File: src/rtl/fu_branch_pipe_if.sv
// Issue, result and redirect signals of the branch functional unit.
// The slave modport is the unit's view; master is the issue/consumer side.
interface fu_branch_pipe_if #(
  parameter int WORD_W     = 16,
  parameter int PC_W       = 16,
  parameter int OP_W       = 16,
  parameter int ROB_IDX_W  = 4,
  parameter int PREG_IDX_W = 5
);
  logic                  in_v_i;
  logic                  in_ready_o;
  logic [OP_W-1:0]       opcode_i;
  logic [PC_W-1:0]       pc_i;
  logic [WORD_W-1:0]     operand1_i;
  logic [WORD_W-1:0]     operand2_i;
  logic [2:0]            cond_i;
  logic [3:0]            flags_i;
  logic                  pred_taken_i;
  logic [PC_W-1:0]       pred_target_i;
  logic [ROB_IDX_W-1:0]  rob_dest_i;
  logic [PREG_IDX_W-1:0] reg_dest_i;
  logic                  flush_i;

  logic                  out_v_o;
  logic                  out_ready_i;
  logic [ROB_IDX_W-1:0]  out_rob_dest_o;
  logic [PREG_IDX_W-1:0] out_reg_dest_o;
  logic                  out_reg_w_o;
  logic [WORD_W-1:0]     out_result_o;
  logic                  out_taken_o;
  logic [PC_W-1:0]       out_target_o;
  logic                  out_mispredict_o;

  logic                  redirect_v_o;
  logic [PC_W-1:0]       redirect_pc_o;

  modport master (
    output in_v_i, opcode_i, pc_i, operand1_i, operand2_i, cond_i, flags_i,
           pred_taken_i, pred_target_i, rob_dest_i, reg_dest_i, flush_i, out_ready_i,
    input  in_ready_o, out_v_o, out_rob_dest_o, out_reg_dest_o, out_reg_w_o,
           out_result_o, out_taken_o, out_target_o, out_mispredict_o,
           redirect_v_o, redirect_pc_o
  );

  modport slave (
    input  in_v_i, opcode_i, pc_i, operand1_i, operand2_i, cond_i, flags_i,
           pred_taken_i, pred_target_i, rob_dest_i, reg_dest_i, flush_i, out_ready_i,
    output in_ready_o, out_v_o, out_rob_dest_o, out_reg_dest_o, out_reg_w_o,
           out_result_o, out_taken_o, out_target_o, out_mispredict_o,
           redirect_v_o, redirect_pc_o
  );
endinterface

File: src/rtl/fu_branch_pipe.sv
// Pipelined branch resolve unit: credit-gated issue, fixed-latency pipe, output FIFO, redirect pulse.
// Define FU_BRANCH_STATS_EN to add saturating branch / mispredict counters.

`ifndef WORD_SIZE_P
`define WORD_SIZE_P 16
`endif
`ifndef WIDTH_OP
`define WIDTH_OP 16
`endif
`ifndef ROB_ENTRY
`define ROB_ENTRY 16
`endif
`ifndef NUM_PHYS_REG
`define NUM_PHYS_REG 32
`endif
`ifndef BCC_OP
`define BCC_OP 16'h0011
`endif
`ifndef BL_OP
`define BL_OP 16'h0012
`endif

module fu_branch_pipe #(
  parameter int WORD_W     = `WORD_SIZE_P,
  parameter int PC_W       = `WIDTH_OP,
  parameter int ROB_IDX_W  = $clog2(`ROB_ENTRY),
  parameter int PREG_IDX_W = $clog2(`NUM_PHYS_REG),
  parameter int STAGES     = 2,
  parameter int FIFO_DEPTH = 4
) (
  input  logic clk_i,
  input  logic reset_i,
  fu_branch_pipe_if.slave bus
`ifdef FU_BRANCH_STATS_EN
  ,
  output logic [15:0] stat_branches_o,
  output logic [15:0] stat_mispredicts_o
`endif
);

  localparam int PTR_W = $clog2(FIFO_DEPTH);
  localparam int CNT_W = PTR_W + 1;
  localparam int SUM_W = CNT_W + 3;
  localparam int EXT_W = (PC_W > WORD_W) ? PC_W : WORD_W;

  typedef struct packed {
    logic [ROB_IDX_W-1:0]  rob_dest;
    logic [PREG_IDX_W-1:0] reg_dest;
    logic                  reg_w;
    logic [WORD_W-1:0]     result;
    logic                  taken;
    logic [PC_W-1:0]       next_pc;
    logic                  mispredict;
  } entry_t;

  logic              cond_true;
  logic              taken;
  logic [PC_W-1:0]   target;
  logic [PC_W-1:0]   pc_plus1;
  logic [EXT_W-1:0]  offset_ext;
  entry_t            eval;

  logic [STAGES-1:0] stage_v;
  entry_t            stage_d [STAGES];
  logic              last_v;
  entry_t            last;

  entry_t            fifo_mem [FIFO_DEPTH];
  logic [PTR_W-1:0]  wr_ptr;
  logic [PTR_W-1:0]  rd_ptr;
  logic [CNT_W-1:0]  fifo_count;
  logic [SUM_W-1:0]  credits_used;
  logic              accept;
  logic              push;
  logic              pop;
  entry_t            head;

  logic              redirect_v;
  logic [PC_W-1:0]   redirect_pc;

  always_comb begin
    cond_true = 1'b1;
    case (bus.cond_i)
      3'd0: cond_true = bus.flags_i[2];
      3'd1: cond_true = !bus.flags_i[2];
      3'd2: cond_true = bus.flags_i[3] ^ bus.flags_i[0];
      3'd3: cond_true = !(bus.flags_i[3] ^ bus.flags_i[0]);
      3'd4: cond_true = bus.flags_i[1];
      3'd5: cond_true = !bus.flags_i[1];
      3'd6: cond_true = bus.flags_i[3];
      default: cond_true = 1'b1;
    endcase
  end

  // Whole resolution happens on the issue inputs; the stages only delay the finished entry.
  always_comb begin
    pc_plus1      = bus.pc_i + PC_W'(1);
    offset_ext    = EXT_W'($signed(bus.operand2_i));
    taken         = 1'b1;
    target        = PC_W'(bus.operand1_i);
    eval          = '0;
    eval.rob_dest = bus.rob_dest_i;
    eval.reg_dest = bus.reg_dest_i;
    if (bus.opcode_i == `BCC_OP) begin
      taken  = cond_true;
      target = bus.pc_i + offset_ext[PC_W-1:0];
    end else if (bus.opcode_i == `BL_OP) begin
      eval.reg_w  = 1'b1;
      eval.result = WORD_W'(pc_plus1);
    end
    eval.taken      = taken;
    eval.next_pc    = taken ? target : pc_plus1;
    eval.mispredict = (taken != bus.pred_taken_i) ||
                      (taken && (target != bus.pred_target_i));
  end

  // Credits count both queued and in-flight entries, so the final stage always finds room.
  assign credits_used   = SUM_W'(fifo_count) + SUM_W'($countones(stage_v));
  assign bus.in_ready_o = credits_used < SUM_W'(FIFO_DEPTH);
  assign accept         = bus.in_v_i && bus.in_ready_o;

  always_ff @(posedge clk_i or posedge reset_i) begin
    if (reset_i) begin
      stage_v <= '0;
    end else if (bus.flush_i) begin
      stage_v <= '0;
    end else begin
      stage_v[0] <= accept;
      for (int i = 1; i < STAGES; i++) stage_v[i] <= stage_v[i-1];
    end
  end

  always_ff @(posedge clk_i) begin
    stage_d[0] <= eval;
    for (int i = 1; i < STAGES; i++) stage_d[i] <= stage_d[i-1];
  end

  assign last_v = stage_v[STAGES-1];
  assign last   = stage_d[STAGES-1];
  assign push   = last_v && !bus.flush_i;
  assign pop    = bus.out_v_o && bus.out_ready_i;

  always_ff @(posedge clk_i) begin
    if (push) fifo_mem[wr_ptr] <= last;
  end

  always_ff @(posedge clk_i or posedge reset_i) begin
    if (reset_i) begin
      wr_ptr     <= '0;
      rd_ptr     <= '0;
      fifo_count <= '0;
    end else if (bus.flush_i) begin
      wr_ptr     <= '0;
      rd_ptr     <= '0;
      fifo_count <= '0;
    end else begin
      if (push) wr_ptr <= wr_ptr + PTR_W'(1);
      if (pop)  rd_ptr <= rd_ptr + PTR_W'(1);
      fifo_count <= fifo_count + CNT_W'(push) - CNT_W'(pop);
    end
  end

  assign head                 = fifo_mem[rd_ptr];
  assign bus.out_v_o          = fifo_count != '0;
  assign bus.out_rob_dest_o   = head.rob_dest;
  assign bus.out_reg_dest_o   = head.reg_dest;
  assign bus.out_reg_w_o      = head.reg_w;
  assign bus.out_result_o     = head.result;
  assign bus.out_taken_o      = head.taken;
  assign bus.out_target_o     = head.next_pc;
  assign bus.out_mispredict_o = head.mispredict;

  // Redirect leaves together with the FIFO push so fetch sees it as the entry lands.
  always_ff @(posedge clk_i or posedge reset_i) begin
    if (reset_i) begin
      redirect_v  <= 1'b0;
      redirect_pc <= '0;
    end else if (bus.flush_i) begin
      redirect_v  <= 1'b0;
    end else begin
      redirect_v <= last_v && last.mispredict;
      if (last_v && last.mispredict) redirect_pc <= last.next_pc;
    end
  end

  assign bus.redirect_v_o  = redirect_v;
  assign bus.redirect_pc_o = redirect_pc;

`ifdef FU_BRANCH_STATS_EN
  always_ff @(posedge clk_i or posedge reset_i) begin
    if (reset_i) begin
      stat_branches_o    <= '0;
      stat_mispredicts_o <= '0;
    end else if (push) begin
      if (stat_branches_o != 16'hFFFF) stat_branches_o <= stat_branches_o + 16'd1;
      if (last.mispredict && (stat_mispredicts_o != 16'hFFFF))
        stat_mispredicts_o <= stat_mispredicts_o + 16'd1;
    end
  end
`endif

endmodule

File: src/flat_wrapper.sv
// flat-port wrapper written by rule: the top's interface ports become plain ports
module fu_branch_pipe_flat 
#(
  parameter int WORD_W     = `WORD_SIZE_P,
  parameter int PC_W       = `WIDTH_OP,
  parameter int ROB_IDX_W  = $clog2(`ROB_ENTRY),
  parameter int PREG_IDX_W = $clog2(`NUM_PHYS_REG),
  parameter int STAGES     = 2,
  parameter int FIFO_DEPTH = 4
)
  (clk_i, reset_i, bus_in_v_i, bus_opcode_i, bus_pc_i, bus_operand1_i, bus_operand2_i, bus_cond_i, bus_flags_i, bus_pred_taken_i, bus_pred_target_i, bus_rob_dest_i, bus_reg_dest_i, bus_flush_i, bus_out_ready_i, bus_in_ready_o, bus_out_v_o, bus_out_rob_dest_o, bus_out_reg_dest_o, bus_out_reg_w_o, bus_out_result_o, bus_out_taken_o, bus_out_target_o, bus_out_mispredict_o, bus_redirect_v_o, bus_redirect_pc_o);
  fu_branch_pipe_if #(.WORD_W(WORD_W), .PC_W(PC_W), .OP_W(16), .ROB_IDX_W(ROB_IDX_W), .PREG_IDX_W(PREG_IDX_W)) bus_i ();
  input  logic clk_i;
  input  logic reset_i;
  input wire logic [$bits(bus_i.in_v_i)-1:0] bus_in_v_i;
  input wire logic [$bits(bus_i.opcode_i)-1:0] bus_opcode_i;
  input wire logic [$bits(bus_i.pc_i)-1:0] bus_pc_i;
  input wire logic [$bits(bus_i.operand1_i)-1:0] bus_operand1_i;
  input wire logic [$bits(bus_i.operand2_i)-1:0] bus_operand2_i;
  input wire logic [$bits(bus_i.cond_i)-1:0] bus_cond_i;
  input wire logic [$bits(bus_i.flags_i)-1:0] bus_flags_i;
  input wire logic [$bits(bus_i.pred_taken_i)-1:0] bus_pred_taken_i;
  input wire logic [$bits(bus_i.pred_target_i)-1:0] bus_pred_target_i;
  input wire logic [$bits(bus_i.rob_dest_i)-1:0] bus_rob_dest_i;
  input wire logic [$bits(bus_i.reg_dest_i)-1:0] bus_reg_dest_i;
  input wire logic [$bits(bus_i.flush_i)-1:0] bus_flush_i;
  input wire logic [$bits(bus_i.out_ready_i)-1:0] bus_out_ready_i;
  output wire logic [$bits(bus_i.in_ready_o)-1:0] bus_in_ready_o;
  output wire logic [$bits(bus_i.out_v_o)-1:0] bus_out_v_o;
  output wire logic [$bits(bus_i.out_rob_dest_o)-1:0] bus_out_rob_dest_o;
  output wire logic [$bits(bus_i.out_reg_dest_o)-1:0] bus_out_reg_dest_o;
  output wire logic [$bits(bus_i.out_reg_w_o)-1:0] bus_out_reg_w_o;
  output wire logic [$bits(bus_i.out_result_o)-1:0] bus_out_result_o;
  output wire logic [$bits(bus_i.out_taken_o)-1:0] bus_out_taken_o;
  output wire logic [$bits(bus_i.out_target_o)-1:0] bus_out_target_o;
  output wire logic [$bits(bus_i.out_mispredict_o)-1:0] bus_out_mispredict_o;
  output wire logic [$bits(bus_i.redirect_v_o)-1:0] bus_redirect_v_o;
  output wire logic [$bits(bus_i.redirect_pc_o)-1:0] bus_redirect_pc_o;
  assign bus_i.in_v_i = bus_in_v_i;
  assign bus_i.opcode_i = bus_opcode_i;
  assign bus_i.pc_i = bus_pc_i;
  assign bus_i.operand1_i = bus_operand1_i;
  assign bus_i.operand2_i = bus_operand2_i;
  assign bus_i.cond_i = bus_cond_i;
  assign bus_i.flags_i = bus_flags_i;
  assign bus_i.pred_taken_i = bus_pred_taken_i;
  assign bus_i.pred_target_i = bus_pred_target_i;
  assign bus_i.rob_dest_i = bus_rob_dest_i;
  assign bus_i.reg_dest_i = bus_reg_dest_i;
  assign bus_i.flush_i = bus_flush_i;
  assign bus_i.out_ready_i = bus_out_ready_i;
  assign bus_in_ready_o = bus_i.in_ready_o;
  assign bus_out_v_o = bus_i.out_v_o;
  assign bus_out_rob_dest_o = bus_i.out_rob_dest_o;
  assign bus_out_reg_dest_o = bus_i.out_reg_dest_o;
  assign bus_out_reg_w_o = bus_i.out_reg_w_o;
  assign bus_out_result_o = bus_i.out_result_o;
  assign bus_out_taken_o = bus_i.out_taken_o;
  assign bus_out_target_o = bus_i.out_target_o;
  assign bus_out_mispredict_o = bus_i.out_mispredict_o;
  assign bus_redirect_v_o = bus_i.redirect_v_o;
  assign bus_redirect_pc_o = bus_i.redirect_pc_o;
  fu_branch_pipe #(.WORD_W(WORD_W), .PC_W(PC_W), .ROB_IDX_W(ROB_IDX_W), .PREG_IDX_W(PREG_IDX_W), .STAGES(STAGES), .FIFO_DEPTH(FIFO_DEPTH)) u_core (.clk_i(clk_i), .reset_i(reset_i), .bus(bus_i));
endmodule
File: config.mk
export PLATFORM = sky130hd
export DESIGN_NAME = fu_branch_pipe_flat
export DESIGN_NICKNAME = d
export VERILOG_FILES = /design/src/rtl/fu_branch_pipe_if.sv /design/src/rtl/fu_branch_pipe.sv /design/src/flat_wrapper.sv
export SDC_FILE = /design/constraint.sdc
export NUM_CORES = 1
export LEC_CHECK = 0
export BUFFER_PORTS_ARGS = -buffer_cell sky130_fd_sc_hd__buf_2
export CAP_MARGIN = 20
export CORE_ASPECT_RATIO = 0.8
export CORE_MARGIN = 2
export CORE_UTILIZATION = 57
export CTS_BUF_LIST = sky130_fd_sc_hd__clkbuf_8 sky130_fd_sc_hd__clkbuf_16
export CTS_CLUSTER_DIAMETER = 60
export DETAILED_ROUTE_END_ITERATION = 7
export HOLD_SLACK_MARGIN = 0.05
export PLACE_DENSITY = 0.82
export SETUP_SLACK_MARGIN = 0.02
export SLEW_MARGIN = 20
export SYNTH_ARGS = -nofsm -noshare
export SYNTH_HDL_FRONTEND = slang
export SYNTH_SLANG_ARGS = --single-unit
File: constraint.sdc
create_clock -name clk_i -period 3.1 [get_ports clk_i]
set_input_delay 0.155 -clock clk_i [delete_from_list [all_inputs] [get_ports clk_i]]
set_output_delay 0.155 -clock clk_i [all_outputs]
set_load 0.02 [all_outputs]
# Word-level counts from Yosys, hierarchy flattened
# Memories as Yosys holds them, arrays and structs flattened.
# Index checks and enable logic that the tools add are counted.
classes:
  add_sub_neg: 8
  n_lt_le_gt_ge: 1
  n_eq_ne: 10
  muxes: 15
  n_bitwise: 2
  n_reduce_logical: 15
ops:
  columns: ["operator", "n"]
  rows:
  - ["two-way mux 17 bit", 2]
  - ["== test 16 x 5 -> 1 bit (second input constant)", 2]
  - ["two-way mux 16 bit", 2]
  - ["adder 16 x 1 -> 16 bit (second input constant)", 1]
  - ["adder 16 bit", 1]
  - ["!= test 16 bit", 1]
  - ["two-way mux 2 bit", 5]
  - ["== test 3 bit (second input constant)", 3]
  - ["case mux 1 bit (7 select lines)", 1]
  - ["adder 3 x 6 -> 6 bit", 1]
  - ["== test 3 x 2 -> 1 bit (second input constant)", 2]
  - ["less-than comparator 6 x 3 -> 1 bit (second input constant)", 1]
  - ["logical AND 1 bit", 5]
  - ["adder 2 x 1 -> 2 bit (second input constant)", 2]
  - ["zero test 1 bit", 4]
  - ["two-way mux 1 bit", 4]
  - ["nonzero test 2 bit", 2]
  - ["adder 3 x 1 -> 3 bit", 1]
  - ["== test 3 x 1 -> 1 bit (second input constant)", 1]
  - ["zero test 3 bit", 1]
  - ["two-way mux 3 bit", 1]
  - ["nonzero test 3 bit", 1]
  - ["subtractor 3 x 1 -> 3 bit", 1]
  - ["adder 1 x 1 -> 2 bit", 1]
  - ["5 further kinds", 5]
totals:
  ff_bits: 26
  mem_bits_rw: 264
  inputBits: 102
  output_inout_bits: 63
  word_cells: 59
  n_memories: 2
memory_table:
  columns: ["memory", "depth", "word_bits", "rd", "rd_ports_with_merged_regs", "wr", "line", "rtl"]
  rows:
  - ["u_core.fifo_mem", 4, 44, 1, 0, 1, "fu_branch_pipe.sv:68", "entry_t fifo_mem [FIFO_DEPTH];"]
  - ["u_core.stage_d", 2, 44, 2, 0, 2, "fu_branch_pipe.sv:64", "entry_t stage_d [STAGES];"]

# Logic depth before layout (Yosys ltp)
# Gate-level depths: netlist (run 1).
logic_depth:
  depth_word: 6
  mapped_depth: 10
  ltp_nobuf: 10

# Worst setup path before layout (run 1)
# OpenSTA, ideal clock, no wires.
synth_timing:
  path_kind: "in2reg"
  startpoint: "input bus_operand2_i[0]"
  endpoint: "memory u_core.stage_d[0][0] (netlist name)"
  setup_ps: 140
  arrival_time_ps: 2178
  path_slack_ps: 782
  stages: 10
  path_buffers: 0
  path_cell_list: "ha_1 -> fa_1 -> a211oi_2 -> nor2_1 -> o221ai_1 -> xor2_1 -> xor2_1 -> nand4_1 -> o41ai_2 -> a41oi_1"
synth_rtl:
  columns: ["element", "line", "rtl"]
  rows:
  - ["start, declared", "flat_wrapper.sv:19", "input wire logic [$bits(bus_i.operand2_i)-1:0] bus_operand2_i;"]
  - ["end, declared", "fu_branch_pipe.sv:64", null]

==> results_dict.tcl, run 1 <==
set metrics [dict create \
    synthMuxAreaShare_pct 11.61 \
    tightest_slew_ns 0.8390 \
    p_leak_nw 5.234 \
    p_per_area_nw_per_um2 702.6 \
    grt_pass1_vias 6817 \
    cts_resized 0 \
    fin_crit_ns 2.905 \
    synth_top_family_by_area "multiplexers" \
    h-tree-depth 1 \
    initial_core_util_pct 58.60 \
    peakVddDrop_mv 0.4333 \
    drt_pre_antenna_iters 5 \
    wire_per_inst_um 20.98 \
    syn_nets 822 \
    antenna_found_initial 0 \
    antennaDiodeCount 0 \
    cts_setup_buffers 0 \
    dieArea_sq_um 20830 \
    synthArstFlopShare_pct 8.966 \
    critical_path_buf_inv_count 2 \
    pre_cts_ws_ns 0.3422 \
    slowest_stage "dlygate4sd3_1" \
    yosysTopAreaCell "edfxtp_1" \
    viasPerCell 5.660 \
    portBuffers 164 \
    dr_total_vias 6764 \
    clkLatencyLatePin_ns 0.53 \
    hold_class "input port to flip-flop" \
    cts.clk_slew.worst_paths_ns 0.06 \
    synth_cell_type_count 57 \
    cp_max_fo 5 \
    die_w_um 160.9 \
    coreArea_sq_um 19140 \
    critical_path_arrival_ns 3.30 \
    final_layout_size_suffix_gt1_share_pct 31.16 \
    final_cell_mix "176 x edfxtp_1, 164 x buf_2, 88 x dfxtp_1, 58 x nor2_1, 44 x mux4_2" \
    fmax_ghz 0.3442 \
    synthXorXnorAreaFrac_pct 4.919 \
    ys_ff_latch 290 \
    grt_pass1_wl_um 38510 \
    cts-buffers-inserted 27 \
    clock-sinks 290 \
    critPathCaptureType "flip-flop" \
    setup_violations 0 \
    netlist_instances 694 \
    finalCritPeriodShare_pct 93.72 \
    critPathTopFamily "compound AO/OA/AOI/OAI gates" \
    io_pins 165 \
    slew_violations 0 \
    cpPeakStageDelay_ns 0.54 \
    slew-limit-headroom_pct 43.93 \
    grt_start_max_net_pins 27 \
    drv_cap 0 \
    drt-total-wl_um 25070 \
    path_cells "dlygate4sd3_1 > buf_2 > ha_1 > fa_1 > a211oi_2 > o21ai_1 > a22oi_1 > o21ai_0 > xnor2_1 > nor2_1 > a211oi_1 > a21oi_1" \
    cts.path.max_buffers 3 \
    drc 0 \
    outcome "complete, no violations" \
    root_buffer "clkbuf_16" \
    hpwlAfterDp_um 16790 \
    cts_hold_buf 36 \
    grtUsageTotal_pct 24.55 \
    rows 45 \
    hold_viol_final 0 \
    yosys.area_share.simple_pct 5.989 \
    utilization_pct 71.38 \
    layout.nets 1044 \
    r2r_setup_slack_ns 0.83 \
    synth-compound-area-share_pct 4.551 \
    worst-setup-path-type "input port to flip-flop" \
    synthAdderAreaFrac_pct 3.034 \
    ant_nets 0 \
    fin_setup_tns_ns 0 \
    yosys-top-cells-area "edfxtp_1 47%, dfxtp_1 16%, mux4_2 8.8%, dfrtp_1 5.8%, ha_1 2.7%" \
    hold_ws_ns 0.06725 \
    gp_congestion 0.9218 \
    area_delta_synth_final_pct 21.80 \
    yosysTopAreaCellShare_pct 47.11 \
    grt_overflow 0 \
    drtIter0Drc 580 \
    synth.avg_cell_area_sq_um 16.16 \
    cp.required_ns 3.49 \
    clock_skew_ns 0.01651 \
    rsz0062_at_grt "false" \
    yosys_warnings 0 \
    synth_ff_type "edfxtp_1" \
    synth.cell_area_sq_um 11220 \
    cp-start-kind "input port" \
    synth_edf_count 176 \
    die_h_um 129.5 \
    cts_tree "yes" \
    ys_seq_area_share_pct 68.61 \
    fin_ws_ns 0.1947 \
    layout_commonest_cell "edfxtp_1" \
]
[synth_stat cells (13+ instances only)]
master and number:
edfxtp_1 176, dfxtp_1 88, nor2_1 58, mux4_2 44, xor2_1 32, xnor2_1 31, dfrtp_1 26, a21oi_1 24
ha_1 24, mux2_2 17, nand2_1 17, inv_1 14, clkbuf_1 13
[registers in the layout, summed over array words and instances (netlist names)]
| signal | flops |
|---|---|
| u_core.fifo_count | 3 |
| u_core.rd_ptr | 2 |
| u_core.bus.redirect_pc_o | 16 |
| u_core.fifo_mem | 176 |
| u_core.bus.redirect_v_o | 1 |
| u_core.wr_ptr | 2 |
| u_core.stage_v | 2 |
| u_core.stage_d | 88 |
[stage by stage]
stage / instances / instance area [sq um] / power [mW]
after floorplan: 694 / 11220 / 5.752
after global placement: 1109 / 12420 / 6.356
after detailed placement: 1109 / 12420 / 6.390
after CTS: 1195 / 13660 / 9.656
after global routing: 1195 / 13660 / 9.960
final: 1195 / 13660 / 9.601
[path summary, 6_finish.rpt]
| path | from | endpoint | cells after the start |
|---|---|---|---|
| setup / recovery | bus_pc_i[0] | u_core.stage_d[0][15]$_DFF_P_ | 12 |
| hold / removal | bus_pc_i[13] | u_core.stage_d[0][31]$_SDFF_PP0_ | 3 |
| setup reg to reg | u_core.fifo_count[2]$_DFF_PP0_ | u_core.fifo_count[2]$_DFF_PP0_ | 8 |
| hold reg to reg | u_core.stage_d[0][31]$_SDFF_PP0_ | u_core.stage_d[0][75]$_DFF_P_ | 0 |
| max in group asynchronous | reset_i | u_core.bus.redirect_pc_o[5]$_DFFE_PP0P_ | 4 |
| min in group asynchronous | reset_i | u_core.rd_ptr[0]$_DFFE_PP0P_ | 3 |
[routing by layer]
metal,wire (um),track usage [%],vias up,part of all wire (%)
met3,1933,3.585,40,7.7
met4,519,6.092,0,2.1
met5,0,0,-,0
li1,-,-,3072,-
met1,10960,35.87,3330,44
met2,11670,39.76,322,47
[worst register-to-register path, stage by stage (launching register included)]
cell	delay [ns]
dfrtp_1	0.40
or3_1	0.41
and2_1	0.23
ha_1	0.29
inv_1	0.04
ha_1	0.20
fa_1	0.38
xnor2_1	0.16
nor2_1	0.05
[final cells by class]
cell class	instances	area (sq um)
Sequential cell	290	7702
Fill cell	1233	5479
Multi-Input combinational cell	370	3382
Timing Repair Buffer	213	1316
Clock buffer	28	689.4
Tap cell	258	322.8
Clock inverter	22	198.9
Inverter	14	52.55
[report_power, final]
part | switching [mW] | internal, mW
Sequential | 0.197 | 4.24
Combinational | 1.04 | 0.878
Clock | 1.31 | 1.94
[kinds of logic after synthesis]
family / after synthesis
AOI/OAI and AO/OA: 74
xor gates and xnor gates: 63
adders and majority gates: 26
buffers and inverters: 34
DFF: 290
muxes: 73
and+or+nand+nor: 134
Note: power is estimated with default switching activity, not from simulation.
==> run 2: changes to the inputs <==
--- a/config.mk
+++ b/config.mk
@@ -15,7 +15,7 @@
 export DETAILED_ROUTE_END_ITERATION = 7
 export HOLD_SLACK_MARGIN = 0.05
 export PLACE_DENSITY = 0.82
-export SETUP_SLACK_MARGIN = 0.02
+export SETUP_SLACK_MARGIN = 0.5
 export SLEW_MARGIN = 20
 export SYNTH_ARGS = -nofsm -noshare
 export SYNTH_HDL_FRONTEND = slang
==> run 2 against run 1 <==
Die area stayed put. Critical path depth fell by 1. Clock skew is 0.0037 ns lower. Total power rose by 0.31%. First-iteration DRC count up 4.0%. Clock power about the same. Cell count barely moved. Critical path type unchanged. Largest cell class unchanged.
==> results_dict.tcl, run 2 (synthesis results as in run 1) <==
set metrics [dict create \
    outcome "complete, no violations" \
    drv_cap 0 \
    die_w_um 160.9 \
    hold_viol_final 0 \
    coreArea_sq_um 19140 \
    reg2reg_from "u_core.fifo_count[2]$_DFF_PP0_" \
    rsz0062_at_grt "true" \
    cts.path.max_buffers 3 \
    holdCritStartpoint "bus_operand1_i[10]" \
    setup_violations 0 \
    p_per_area_nw_per_um2 703.7 \
    die_h_um 129.5 \
    cpPeakStageDelay_ns 0.53 \
    drc 0 \
    final_layout_size_suffix_gt1_share_pct 31.34 \
    hpwlAfterDp_um 16790 \
    reg2reg_depth 8 \
    worst-setup-path-type "input port to flip-flop" \
    hold_class "input port to flip-flop" \
    regMostFlops "u_core.fifo_mem" \
    n_fill_cell 1229 \
    grtUsageTotal_pct 24.52 \
    antenna_found_initial 0 \
    ant_nets 0 \
    holdPathStages 3 \
    grt_pass1_wl_um 38430 \
    total_power_mw 9.630 \
    fin_setup_tns_ns 0 \
    hold_ws_ns 0.06347 \
    root_buffer "clkbuf_16" \
    fmax_ghz 0.3995 \
    slew-limit-headroom_pct 43.45 \
    fin_crit_ns 2.503 \
    slew_violations 0 \
    clkLatencyLatePin_ns 0.52 \
    cts_tree "yes" \
    holdPathEnd "u_core.stage_d[0][11]$_DFF_P_" \
    cp_max_fo 4 \
    r2r_setup_slack_ns 0.84 \
    r2r_end "u_core.fifo_count[2]$_DFF_PP0_" \
    grt_pass1_vias 6792 \
    grt_start_max_net_pins 27 \
    rows 45 \
    cp.required_ns 3.48 \
    cts-buffers-inserted 27 \
    peakVddDrop_mv 0.6279 \
    io_pins 165 \
    cts.clk_slew.worst_paths_ns 0.06 \
    layout_commonest_cell "edfxtp_1" \
    largest_register_ffs 176 \
    initial_core_util_pct 58.60 \
    p_leak_nw 5.242 \
    viasPerCell 5.631 \
    grt_overflow 0 \
    dieArea_sq_um 20830 \
    portBuffers 164 \
    h-tree-depth 1 \
    critPathTopFamily "compound AO/OA/AOI/OAI gates" \
    dr_total_vias 6735 \
    cp-start-kind "input port" \
    final_cell_mix "176 x edfxtp_1, 164 x buf_2, 88 x dfxtp_1, 58 x nor2_1, 44 x mux4_2" \
    gp_congestion 0.9218 \
    area_delta_synth_final_pct 21.98 \
    clock-sinks 290 \
    tightest_slew_ns 0.8462 \
    critPathCaptureType "flip-flop" \
    drt-total-wl_um 25120 \
    slowest_stage "dlygate4sd3_1" \
    drtIter0Drc 603 \
    drt_pre_antenna_iters 5 \
    clock_skew_ns 0.01282 \
    wire_per_inst_um 21.00 \
    antennaDiodeCount 0 \
    layout.nets 1045 \
    critical_path_arrival_ns 2.89 \
    critical_path_buf_inv_count 2 \
    finalCritPeriodShare_pct 80.75 \
    path_cells "dlygate4sd3_1 > buf_2 > ha_1 > o211ai_1 > o211a_1 > o21ai_2 > a211oi_2 > xor2_1 > xnor2_1 > o41ai_2 > a41oi_1" \
]
run 2: cell types whose count changed in the layout (fill, tap and decap cells not counted):
cell     delta
buf_8       +1
o21ai_0     -1
o21ai_1     +1
a22oi_2     +1
a22oi_1     -1
run 2: final cells by class:
class / count / area [sq um] / area share [%]
well taps: 258 / 322.8 / 2.359
clock buffers: 28 / 689.4 / 5.038
repair buffers: 214 / 1331 / 9.728
flip-flops and latches: 290 / 7702 / 56.29
multi-input cells: 370 / 3387 / 24.75
clock inverters: 22 / 198.9 / 1.454
inverters: 14 / 52.55 / 0.3840
run 2: worst register-to-register path, cell delays in order (launching register included):
cell and delay, ns:
dfrtp_1 0.40, or3_1 0.40, and2_1 0.22, ha_1 0.29, inv_1 0.04, ha_1 0.20, fa_1 0.38, xnor2_1 0.16
nor2_1 0.05
run 2: worst max path at each step:
stage                      start                            end  cells after the start
2_1_floorplan  bus_operand2_i[0]   u_core.stage_d[0][0]$_DFF_P_                     10
3_3_place_gp         bus_pc_i[0]  u_core.stage_d[0][15]$_DFF_P_                     11
3_5_place_dp         bus_pc_i[0]  u_core.stage_d[0][15]$_DFF_P_                     11
4_1_cts              bus_pc_i[2]  u_core.stage_d[0][15]$_DFF_P_                     11
5_1_grt              bus_pc_i[2]   u_core.stage_d[0][0]$_DFF_P_                     11
6_report             bus_pc_i[2]   u_core.stage_d[0][0]$_DFF_P_                     11
run 2: power by group:
part | switching (mW) | internal [mW]
registers | 0.172 | 4.24
logic | 1.07 | 0.895
clock network | 1.31 | 1.94
total | 2.55 | 7.08
run 2: per-stage QoR:
stage / setup WS [ns] / area (sq um) / utilization (%) / cells
2_1_floorplan: 0.7819 / 11220 / - / 694
3_3_place_gp: 0.4049 / 12420 / 64.86 / 1109
3_5_place_dp: 0.3422 / 12420 / 64.86 / 1109
4_1_cts: 0.5308 / 13660 / 71.38 / 1195
5_1_grt: 0.3690 / 13680 / 71.48 / 1196
6_report: 0.5968 / 13680 / 71.48 / 1196
run 2: layer usage:
metal / part of all wire [%] / up-vias / track usage, %
met5: 0 / - / 0
met4: 1.9 / 0 / 5.935
met3: 7.4 / 37 / 3.553
met2: 46 / 323 / 39.81
met1: 44 / 3299 / 35.83
li1: - / 3076 / -
run 2: what timing repair did:
| action | in CTS | in global routing |
|---|---|---|
| hold endpoints to repair | 57 | 0 |
| setup endpoints to repair | 0 | 8 |
| gates resized for setup | 0 | 2 |
| buffers inserted | 0 | 1 |
| hold buffers | 36 | 0 |
==> run 3: changes to the inputs <==
==> constraint.sdc (replaced) <==
create_clock -name clk_i -period 2.6 [get_ports clk_i]
set_input_delay 0.13 -clock clk_i [delete_from_list [all_inputs] [get_ports clk_i]]
set_output_delay 0.13 -clock clk_i [all_outputs]
set_load 0.02 [all_outputs]
==> run 3 against run 2 <==
Total power increased by 23%. Wire length down 0.26%. Count of clock-buffer cells in the layout increased by 12. Global-route usage is 0.21 points lower. Clock power rose by 23%. Die area did not move. Worst hold slack better by 0.0024 ns.
==> results_dict.tcl, run 3 (synthesis results as in run 1) <==
set metrics [dict create \
    multi_input_area_sq_um 3477 \
    antennaDiodeCount 0 \
    grt_overflow 0 \
    grt_pass1_wl_um 38600 \
    p_clk_share_pct 33.7 \
    hold_ws_ns 0.06586 \
    drt-total-wl_um 25050 \
    grt_pass1_vias 7050 \
    slew-limit-headroom_pct 65.12 \
    cts-buffers-inserted 28 \
    setup_violations 0 \
    final_cell_mix "176 x edfxtp_1, 163 x buf_2, 88 x dfxtp_1, 57 x nor2_1" \
    fin_setup_tns_ns 0 \
    antenna_found_initial 1 \
    design_area_sq_um 14030 \
    layout_commonest_cell "edfxtp_1" \
    root_buffer "clkbuf_16" \
    layout.nets 1068 \
    hold_class "input port to flip-flop" \
    rows 45 \
    initial_core_util_pct 58.60 \
    cp-start-kind "flip-flop" \
    fin_crit_ns 2.100 \
    rsz0062_at_grt "true" \
    critical_path_arrival_ns 1.97 \
    cp_max_fo 20 \
    reg2reg_from "u_core.fifo_count[1]$_DFF_PP0_" \
    hold_viol_final 0 \
    portBuffers 164 \
    p_per_area_nw_per_um2 843.1 \
    largest_register_ffs 176 \
    power.switching_mw 3.141 \
    grtUsageTotal_pct 24.31 \
    regMostFlops "u_core.fifo_mem" \
    crit_start "u_core.rd_ptr[0]$_DFFE_PP0P_" \
    wire_per_inst_um 20.53 \
    outcome "complete, no violations" \
    dieArea_sq_um 20830 \
    seqCellArea_sq_um 7704 \
    reg2reg_depth 7 \
    die_w_um 160.9 \
    seq_power_share_pct 44.0 \
    holdCritStartpoint "bus_pc_i[7]" \
    die_h_um 129.5 \
    n_fill_cell 1196 \
    cts.path.max_buffers 3 \
    coreArea_sq_um 19140 \
    tightest_slew_ns 0.5231 \
    peakVddDrop_mv 0.6116 \
    final_layout_size_suffix_gt1_share_pct 34.30 \
    grt_start_max_net_pins 33 \
    finalCritPeriodShare_pct 80.79 \
    fmax_ghz 0.4761 \
    r2r_end "u_core.fifo_count[1]$_DFF_PP0_" \
    h-tree-depth 1 \
    holdPathStages 4 \
    worst-setup-path-type "flip-flop to output port" \
    pre_cts_ws_ns 0.1013 \
    cts_tree "yes" \
    io_pins 165 \
    critPathCaptureType "output port" \
    hpwlAfterDp_um 16750 \
    drtIter0Drc 589 \
    cts.clk_slew.worst_paths_ns 0.06 \
    clock-sinks 290 \
    ant_nets 0 \
    r2r_setup_slack_ns 0.51 \
    p_leak_nw 5.382 \
    clock_skew_ns 0.01188 \
    viasPerCell 5.627 \
    drc 0 \
    drt_pre_antenna_iters 5 \
    drv_cap 0 \
    holdPathEnd "u_core.stage_d[0][27]$_SDFF_PP0_" \
    power.internal_mw 8.689 \
    p_comb_share_pct 22.3 \
    cp.required_ns 2.47 \
    gp_congestion 0.9251 \
    swShare_pct 26.55 \
    fin_ws_ns 0.4995 \
    slew_violations 0 \
    placed_cell_area_sq_um 12520 \
    area_delta_synth_final_pct 25.08 \
    total_power_mw 11.83 \
    clkLatencyLatePin_ns 0.53 \
    dr_total_vias 6865 \
]
run 3: cell types whose count changed in the layout (fill, tap and decap cells not counted), moves of 2 or more:
cell	delta
buf_4	+15
bufinv_16	-4
clkbuf_16	+4
clkbuf_8	+8
clkinv_1	-2
clkinv_2	-2
dlygate4sd3_1	+8
fa_1	-2
fa_2	+2
ha_1	-3
ha_4	+2
inv_1	-3
run 3: area by class of cell:
| type | count | area share, % |
|---|---|---|
| Clock buffer | 40 | 6.411 |
| Timing Repair Buffer | 236 | 10.86 |
| Clock inverter | 12 | 0.3745 |
| Inverter | 14 | 0.3745 |
| Sequential cell | 290 | 54.90 |
| Tap cell | 258 | 2.300 |
| Multi-Input combinational cell | 370 | 24.78 |
run 3: how the worst max path moves through the flow:
stage	endpoint	slack (ns)	depth (start not counted)
final	bus_out_target_o[12]	0.50	3
after global placement	u_core.stage_d[0][0]$_DFF_P_	0.16	11
after detailed placement	u_core.stage_d[0][0]$_DFF_P_	0.10	11
after CTS	bus_out_target_o[5]	0.49	3
after floorplan	u_core.stage_d[0][0]$_DFF_P_	0.44	10
after global routing	bus_out_target_o[5]	0.45	3
run 3: metrics by stage:
stage | utilization, % | std cells
floorplan | - | 694
global placement | 65.39 | 1115
detailed placement | 65.39 | 1115
CTS | 72.96 | 1217
global route | 73.30 | 1220
finish | 73.30 | 1220
run 3: critical path, stage by stage (launching register included):
cell and delay, ns:
dfrtp_4 0.47, buf_12 0.22, mux4_2 0.56, buf_2 0.18
run 3: power groups by stage:
stage          registers, mW  clock network, mW  logic (mW)
6_report                5.20               3.99        2.64
5_1_grt                 5.22               4.21        2.83
4_1_cts                 5.20               4.04        2.54
3_5_place_dp            5.34                  0        2.35
3_3_place_gp            5.32                  0        2.32
2_1_floorplan           5.37                  0        1.53
run 3: metal layers:
metal / global-route usage [%] / wire length, um / share of wire [%] / up-vias
met5: 0 / 0 / 0 / -
met4: 5.830 / 516 / 2.1 / 0
met3: 3.745 / 1820 / 7.3 / 38
met2: 41.00 / 11890 / 47 / 318
met1: 34.06 / 10820 / 43 / 3378
li1: - / - / - / 3131
run 3: repair_timing:
| action | 4_1_cts | 5_1_grt |
|---|---|---|
| gates resized for setup | 3 | 8 |
| pin swaps | 2 | 6 |
| hold buffers | 44 | 0 |
| setup buffers | 6 | 3 |
| hold endpoints to repair | 71 | 0 |
| endpoints found under the setup margin | 39 | 20 |
